## config.mk

```make
export PLATFORM = sky130hd
export DESIGN_NAME = nios_mul_seq
export DESIGN_NICKNAME = d
export VERILOG_FILES = /design/src/rtl/nios_mul_seq.sv
export SDC_FILE = /design/constraint.sdc
export NUM_CORES = 1
export LEC_CHECK = 0
export ABC_CLOCK_PERIOD_IN_PS = 7200
export CORE_AREA = 2 2 201 252
export DETAILED_ROUTE_END_ITERATION = 12
export DIE_AREA = 0 0 203 254
export PLACE_DENSITY = 0.7
export SYNTH_ARGS = -nofsm -noshare
export SYNTH_HDL_FRONTEND = slang
export SYNTH_SLANG_ARGS = --single-unit
export TNS_END_PERCENT = 1
```

## constraint.sdc

```tcl
create_clock -name clk -period 7.2 [get_ports clk]
set_input_delay 1.44 -clock clk [delete_from_list [all_inputs] [get_ports clk]]
set_output_delay 1.44 -clock clk [all_outputs]
set_load 0.1 [all_outputs]
```

## src/rtl/nios_mul_seq.sv

```systemverilog
// nios_mul_seq: multi-cycle Nios II MUL / MULXUU / MULXSS / MULXSU sequencer.
// Operands are reduced to magnitudes, and four 16x16 partial products are
// issued through one registered unsigned multiplier and summed into a 64-bit
// accumulator. The sign is restored at the end.
// Optional build macro: NIOS_MUL_SEQ_SKIP_HIGH_PP_EN skips the AH*BH partial
// for MUL. That partial only lands in bits 63:32, so the low word is unaffected.
module nios_mul_seq #(
  parameter bit FLUSH_CLEARS_RESULT = 1'b1
) (
  input  logic        clk,
  input  logic        reset_n,
  input  logic        start_valid,
  output logic        start_ready,
  input  logic [1:0]  start_op,
  input  logic [31:0] start_src1,
  input  logic [31:0] start_src2,
  input  logic        flush,
  output logic        result_valid,
  input  logic        result_ready,
  output logic [31:0] result_data,
  output logic        busy
);

  typedef enum logic [2:0] {S_IDLE, S_ISSUE, S_ACC, S_FIX, S_DONE} state_t;

  localparam logic [1:0] OP_MUL    = 2'b00;
  localparam logic [1:0] OP_MULXSS = 2'b10;

  state_t      r_state;
  logic [1:0]  r_op;
  logic        r_neg;
  logic [31:0] r_mag_a;
  logic [31:0] r_mag_b;
  logic [63:0] r_acc;
  logic [1:0]  r_k;
  logic [31:0] r_prod;
  logic        r_pp_valid;
  logic [1:0]  r_pp_k;
  logic        r_start_ready;
  logic        r_result_valid;
  logic [31:0] r_result_data;
  logic        r_busy;

  logic        w_accept;
  logic        w_flush;
  logic        w_sign_a;
  logic        w_sign_b;
  logic [31:0] w_mag_a;
  logic [31:0] w_mag_b;
  logic [31:0] w_op_a;
  logic [31:0] w_op_b;
  logic [63:0] w_pp_shifted;
  logic [63:0] w_acc_sum;
  logic [63:0] w_acc_fixed;
  logic [1:0]  w_last_k;

  // Operand conditioning, partial-product selection and accumulator arithmetic.
  always_comb begin
    // NOTE: every always_comb output gets a default first so no path can infer a latch.
    w_pp_shifted = 64'd0;
    w_accept     = start_valid & r_start_ready;
    w_flush      = flush & (r_state != S_IDLE);
    // A is signed for MULXSS/MULXSU, B only for MULXSS.
    w_sign_a     = start_op[1] & start_src1[31];
    w_sign_b     = (start_op == OP_MULXSS) & start_src2[31];
    // Two's-complement magnitude; 0x80000000 maps onto itself as an unsigned value.
    w_mag_a      = w_sign_a ? (~start_src1 + 32'd1) : start_src1;
    w_mag_b      = w_sign_b ? (~start_src2 + 32'd1) : start_src2;
    // k bit 0 picks AH, k bit 1 picks BH: k0=AL*BL, k1=AH*BL, k2=AL*BH, k3=AH*BH.
    w_op_a       = {16'd0, (r_k[0] ? r_mag_a[31:16] : r_mag_a[15:0])};
    w_op_b       = {16'd0, (r_k[1] ? r_mag_b[31:16] : r_mag_b[15:0])};
    case (r_pp_k)
      2'd0:    w_pp_shifted = {32'd0, r_prod};
      2'd3:    w_pp_shifted = {r_prod, 32'd0};
      default: w_pp_shifted = {16'd0, r_prod, 16'd0};
    endcase
    w_acc_sum    = r_acc + (r_pp_valid ? w_pp_shifted : 64'd0);
    w_acc_fixed  = r_neg ? (~r_acc + 64'd1) : r_acc;
`ifdef NIOS_MUL_SEQ_SKIP_HIGH_PP_EN
    w_last_k     = (r_op == OP_MUL) ? 2'd2 : 2'd3;
`else
    w_last_k     = 2'd3;
`endif
  end

  // Registered 16x16 multiplier; tags each product with the k that produced it.
  always_ff @(posedge clk or negedge reset_n) begin
    if (!reset_n) begin
      r_prod     <= 32'd0;
      r_pp_valid <= 1'b0;
      r_pp_k     <= 2'd0;
    end else if (w_flush) begin
      r_prod     <= 32'd0;
      r_pp_valid <= 1'b0;
      r_pp_k     <= 2'd0;
    end else if (r_state == S_ISSUE) begin
      // NOTE: sequential state uses non-blocking assignments so every register samples pre-edge values.
      r_prod     <= w_op_a * w_op_b;
      r_pp_valid <= 1'b1;
      r_pp_k     <= r_k;
    end else begin
      r_pp_valid <= 1'b0;
    end
  end

  // Sequencer FSM with accumulator, sign fix-up and registered handshake outputs.
  always_ff @(posedge clk or negedge reset_n) begin
    if (!reset_n) begin
      r_state        <= S_IDLE;
      r_op           <= OP_MUL;
      r_neg          <= 1'b0;
      r_mag_a        <= 32'd0;
      r_mag_b        <= 32'd0;
      r_acc          <= 64'd0;
      r_k            <= 2'd0;
      r_start_ready  <= 1'b1;
      r_result_valid <= 1'b0;
      r_result_data  <= 32'd0;
      r_busy         <= 1'b0;
    end else if (w_flush) begin
      r_state        <= S_IDLE;
      r_acc          <= 64'd0;
      r_k            <= 2'd0;
      r_start_ready  <= 1'b1;
      r_result_valid <= 1'b0;
      r_busy         <= 1'b0;
      if (FLUSH_CLEARS_RESULT) r_result_data <= 32'd0;
    end else begin
      case (r_state)
        S_IDLE: begin
          if (w_accept) begin
            r_op          <= start_op;
            r_neg         <= w_sign_a ^ w_sign_b;
            r_mag_a       <= w_mag_a;
            r_mag_b       <= w_mag_b;
            r_acc         <= 64'd0;
            r_k           <= 2'd0;
            r_state       <= S_ISSUE;
            r_start_ready <= 1'b0;
            r_busy        <= 1'b1;
          end
        end
        S_ISSUE: begin
          // Each edge adds the product issued one cycle earlier (none on k0).
          r_acc <= w_acc_sum;
          if (r_k == w_last_k) begin
            r_k     <= 2'd0;
            r_state <= S_ACC;
          end else begin
            r_k <= r_k + 2'd1;
          end
        end
        S_ACC: begin
          r_acc   <= w_acc_sum;
          r_state <= S_FIX;
        end
        S_FIX: begin
          r_acc          <= w_acc_fixed;
          r_result_data  <= (r_op == OP_MUL) ? w_acc_fixed[31:0] : w_acc_fixed[63:32];
          r_result_valid <= 1'b1;
          r_state        <= S_DONE;
        end
        S_DONE: begin
          if (result_ready) begin
            r_result_valid <= 1'b0;
            r_start_ready  <= 1'b1;
            r_busy         <= 1'b0;
            r_state        <= S_IDLE;
          end
        end
        default: begin
          r_state        <= S_IDLE;
          r_start_ready  <= 1'b1;
          r_result_valid <= 1'b0;
          r_busy         <= 1'b0;
        end
      endcase
    end
  end

  assign start_ready  = r_start_ready;
  assign result_valid = r_result_valid;
  assign result_data  = r_result_data;
  assign busy         = r_busy;

endmodule

```

==> impl_metrics.ini <==
[cts]
htreeDepth = 1
worstSkewPairLatency_ps = 580
cts-root-buf = clkbuf_16
cts.sinks = 206
clockBufferDepth = 3
cts_buffers = 26
tritoncts = built
path_clk_slew_ps = 60

[sta]
drv_slew = 0
fmax_mhz = 147
fin_tns_setup_ps = 0
hold_viol = 0
skew_ps = 16.2
setup_viol = 0
setup_ws_ps = 390
rsz0062_at_grt = false
finalCritPeriodShare = 0.946
relSlewSlack = 0.273
finalCriticalPeriod_ps = 6810
worst_slew_pin_slew_ps = 1090

[yosys]
seq_area_frac_synth = 0.212
yosys-top-cells-area = dfrtp_1, fa_1, ha_1
synth_flop_cell = dfrtp_1
synthCells = 2996
yosysTopAreaCellShare = 0.211
synth_nets = 3435
yosys_warnings = 0
yosysTopAreaCell = dfrtp_1
synth.distinct_cells = 79
synthArstFlopShare = 1.00
syn_avg_cell_area_sq_um = 8.13
synth_edf_count = 0
synth_seq_cells = 206
syn_area_sq_um = 24400

[die]
ios = 106
initial_core_util = 0.496
core_sq_um = 49100
placementRows = 91
die_area_sq_um = 51600
die_x_microns = 203
die_h_microns = 254

[final_layout]
final_cell_mix = nand2_1, inv_1, nor2_1
mostFrequentLayoutCell = nand2_1
nets = 3478
drive_gt1_frac = 0.0579
n_antenna_cell = 0
n_fill_cell = 4640
area_growth_pct = 11.2

[drt]
antenna_left = 0
via_count = 21900
detail_route.vias_per_cell = 5.90
drtPass1Iterations = 5
first_iter_violations = 1419
drc = 0
wl_per_cell_microns = 21.6
routed_wl_mm = 80.2

[setup_path]
crit_arrival_ps = 7250
r2r_slack_ps = 390
rr_worst_depth = 26
critPathLaunchType = flop
required_ps = 7640
cpPeakStageDelay_ps = 540
cpLargestDelayFamily = adder cells
r2r_start = r_k[0]$_DFFE_PN0P_
crit_path_max_fanout = 36
crit_slowest_cell = fa_1
crit_type = flop to flop
path_buf_inv = 7
endpoint_kind = flop
r2r_end = r_prod[30]$_DFFE_PN0P_

[place]
gp_congestion = 0.999
place_ws_ps = 270
portBuffers = 105
dpl.hpwl_mm = 65.2

[global_route]
grt_start_max_net_pins = 130
grt-ovfl-total = 0
grt_use_total = 0.313
antenna_found_initial = 0
grt_pass1_vias = 22200
grt_pass1_wl_mm = 125

[min_path]
min_delay_path_depth = 2
hold-path-endpoint = result_data[19]$_DFFE_PN0P_
hold_start = result_data[19]$_DFFE_PN0P_
hold_path.class = flop to flop

[run]
cap_violations = 0

[run_status]
status = finished, final reports clean
[kinds of logic (layout without fill, tap and decap cells)]
group,after synthesis,after routing,share of synthesized area
AO/OA/AOI/OAI,723,723,0.187
multiplexers,67,67,0.0291
AND/OR/NAND/NOR,1022,1022,0.189
flip-flops,206,206,0.212
adder cells (fa/ha/maj),368,368,0.249
XOR/XNOR,197,197,0.0708
buffers and inverters,413,476,0.0638
[final cells by class]
type,count,area [sq um],share of cell area
Clock buffer,34,721,0.0266
Sequential cell,206,5160,0.190
Multi-Input combinational cell,2377,17700,0.654
Inverter,266,998,0.0369
Clock inverter,14,168,0.00619
Timing Repair Buffer,162,1510,0.0557
Tap cell,651,815,0.0301
[worst register-to-register path, delay by kind of cell, from the launching register on]
kind / cells / cell delay [ps]
AOI/OAI and AO/OA: 8 / 1660
xor gates and xnor gates: 1 / 150
adders and majority gates: 7 / 3110
buffers and inverters: 7 / 810
DFF: 1 / 380
muxes: 1 / 400
and+or+nand+nor: 2 / 150
[metal layers]
layer	global-route usage	wire length, microns	vias up
li1	-	-	10300
met1	0.356	31000	10700
met2	0.575	40500	703
met3	0.0230	3120	208
met4	0.189	5560	0
met5	0	0	-
[per-stage QoR]
stage               instances  utilization  hold WS (ps)  cell area [sq um]
finish                   3710        0.552           477              27100
global route             3710        0.552           500              27100
CTS                      3710        0.551           480              27100
global placement         3662        0.533           459              26200
floorplan                2996            -           444              24400
detailed placement       3662        0.533           464              26200
[repair_timing]
action / in CTS / in global routing
resized for setup: 0 / 7
setup endpoints to repair: 0 / 7
setup buffers: 0 / 0
hold buffers: 0 / 0
hold endpoints to repair: 0 / 0
[cells in the mapped netlist, types with 6 or more instances]
library cell  number
and2_1            24
xor2_1           103
a21boi_0           6
o22ai_1           17
o21bai_1          16
xnor2_1           94
buf_1              9
o211ai_1           6
nand2_1          470
o41ai_1           13
dfrtp_1          205
nand2b_1          17
mux2i_1           36
o31ai_1           30
a211oi_1          10
o221ai_1          28
or3_1              8
clkbuf_1         136
nor4_1            23
a31oi_1           19
a22o_1            22
a21oi_1          179
or2_2             12
ha_1             173
inv_1            265
or4_1             14
nor3_1            60
and3_1            38
fa_1             195
nor2b_1           30
a21o_1            53
o21ai_0          234
mux2_2            31
o21a_1            20
nor2_1           240
o21ai_1            6
a22oi_1           22
nand4_1           35
nand3_1           32
[sequential cells by signal (all words and copies together), names as in the netlist]
name / count
r_op: 2
r_pp_k: 2
busy: 1
result_valid: 1
r_pp_valid: 1
r_k: 2
result_data: 32
r_prod: 32
r_neg: 1
r_acc: 64
start_ready: 1
r_mag_b: 32
r_mag_a: 32
r_state: 3
[how the worst max path moves through the flow]
stage                             end  cells after the start               start
6_report       r_prod[30]$_DFFE_PN0P_                     26  r_k[0]$_DFFE_PN0P_
5_1_grt        r_prod[30]$_DFFE_PN0P_                     26  r_k[0]$_DFFE_PN0P_
4_1_cts        r_prod[29]$_DFFE_PN0P_                     25  r_k[0]$_DFFE_PN0P_
3_5_place_dp   r_prod[29]$_DFFE_PN0P_                     24  r_k[0]$_DFFE_PN0P_
3_3_place_gp   r_prod[30]$_DFFE_PN0P_                     26  r_k[0]$_DFFE_PN0P_
2_1_floorplan  r_prod[30]$_DFFE_PN0P_                     23  r_k[0]$_DFFE_PN0P_
Power is not shown: default switching activity piles up to over one toggle a cycle in this logic, so the estimate is an artifact.
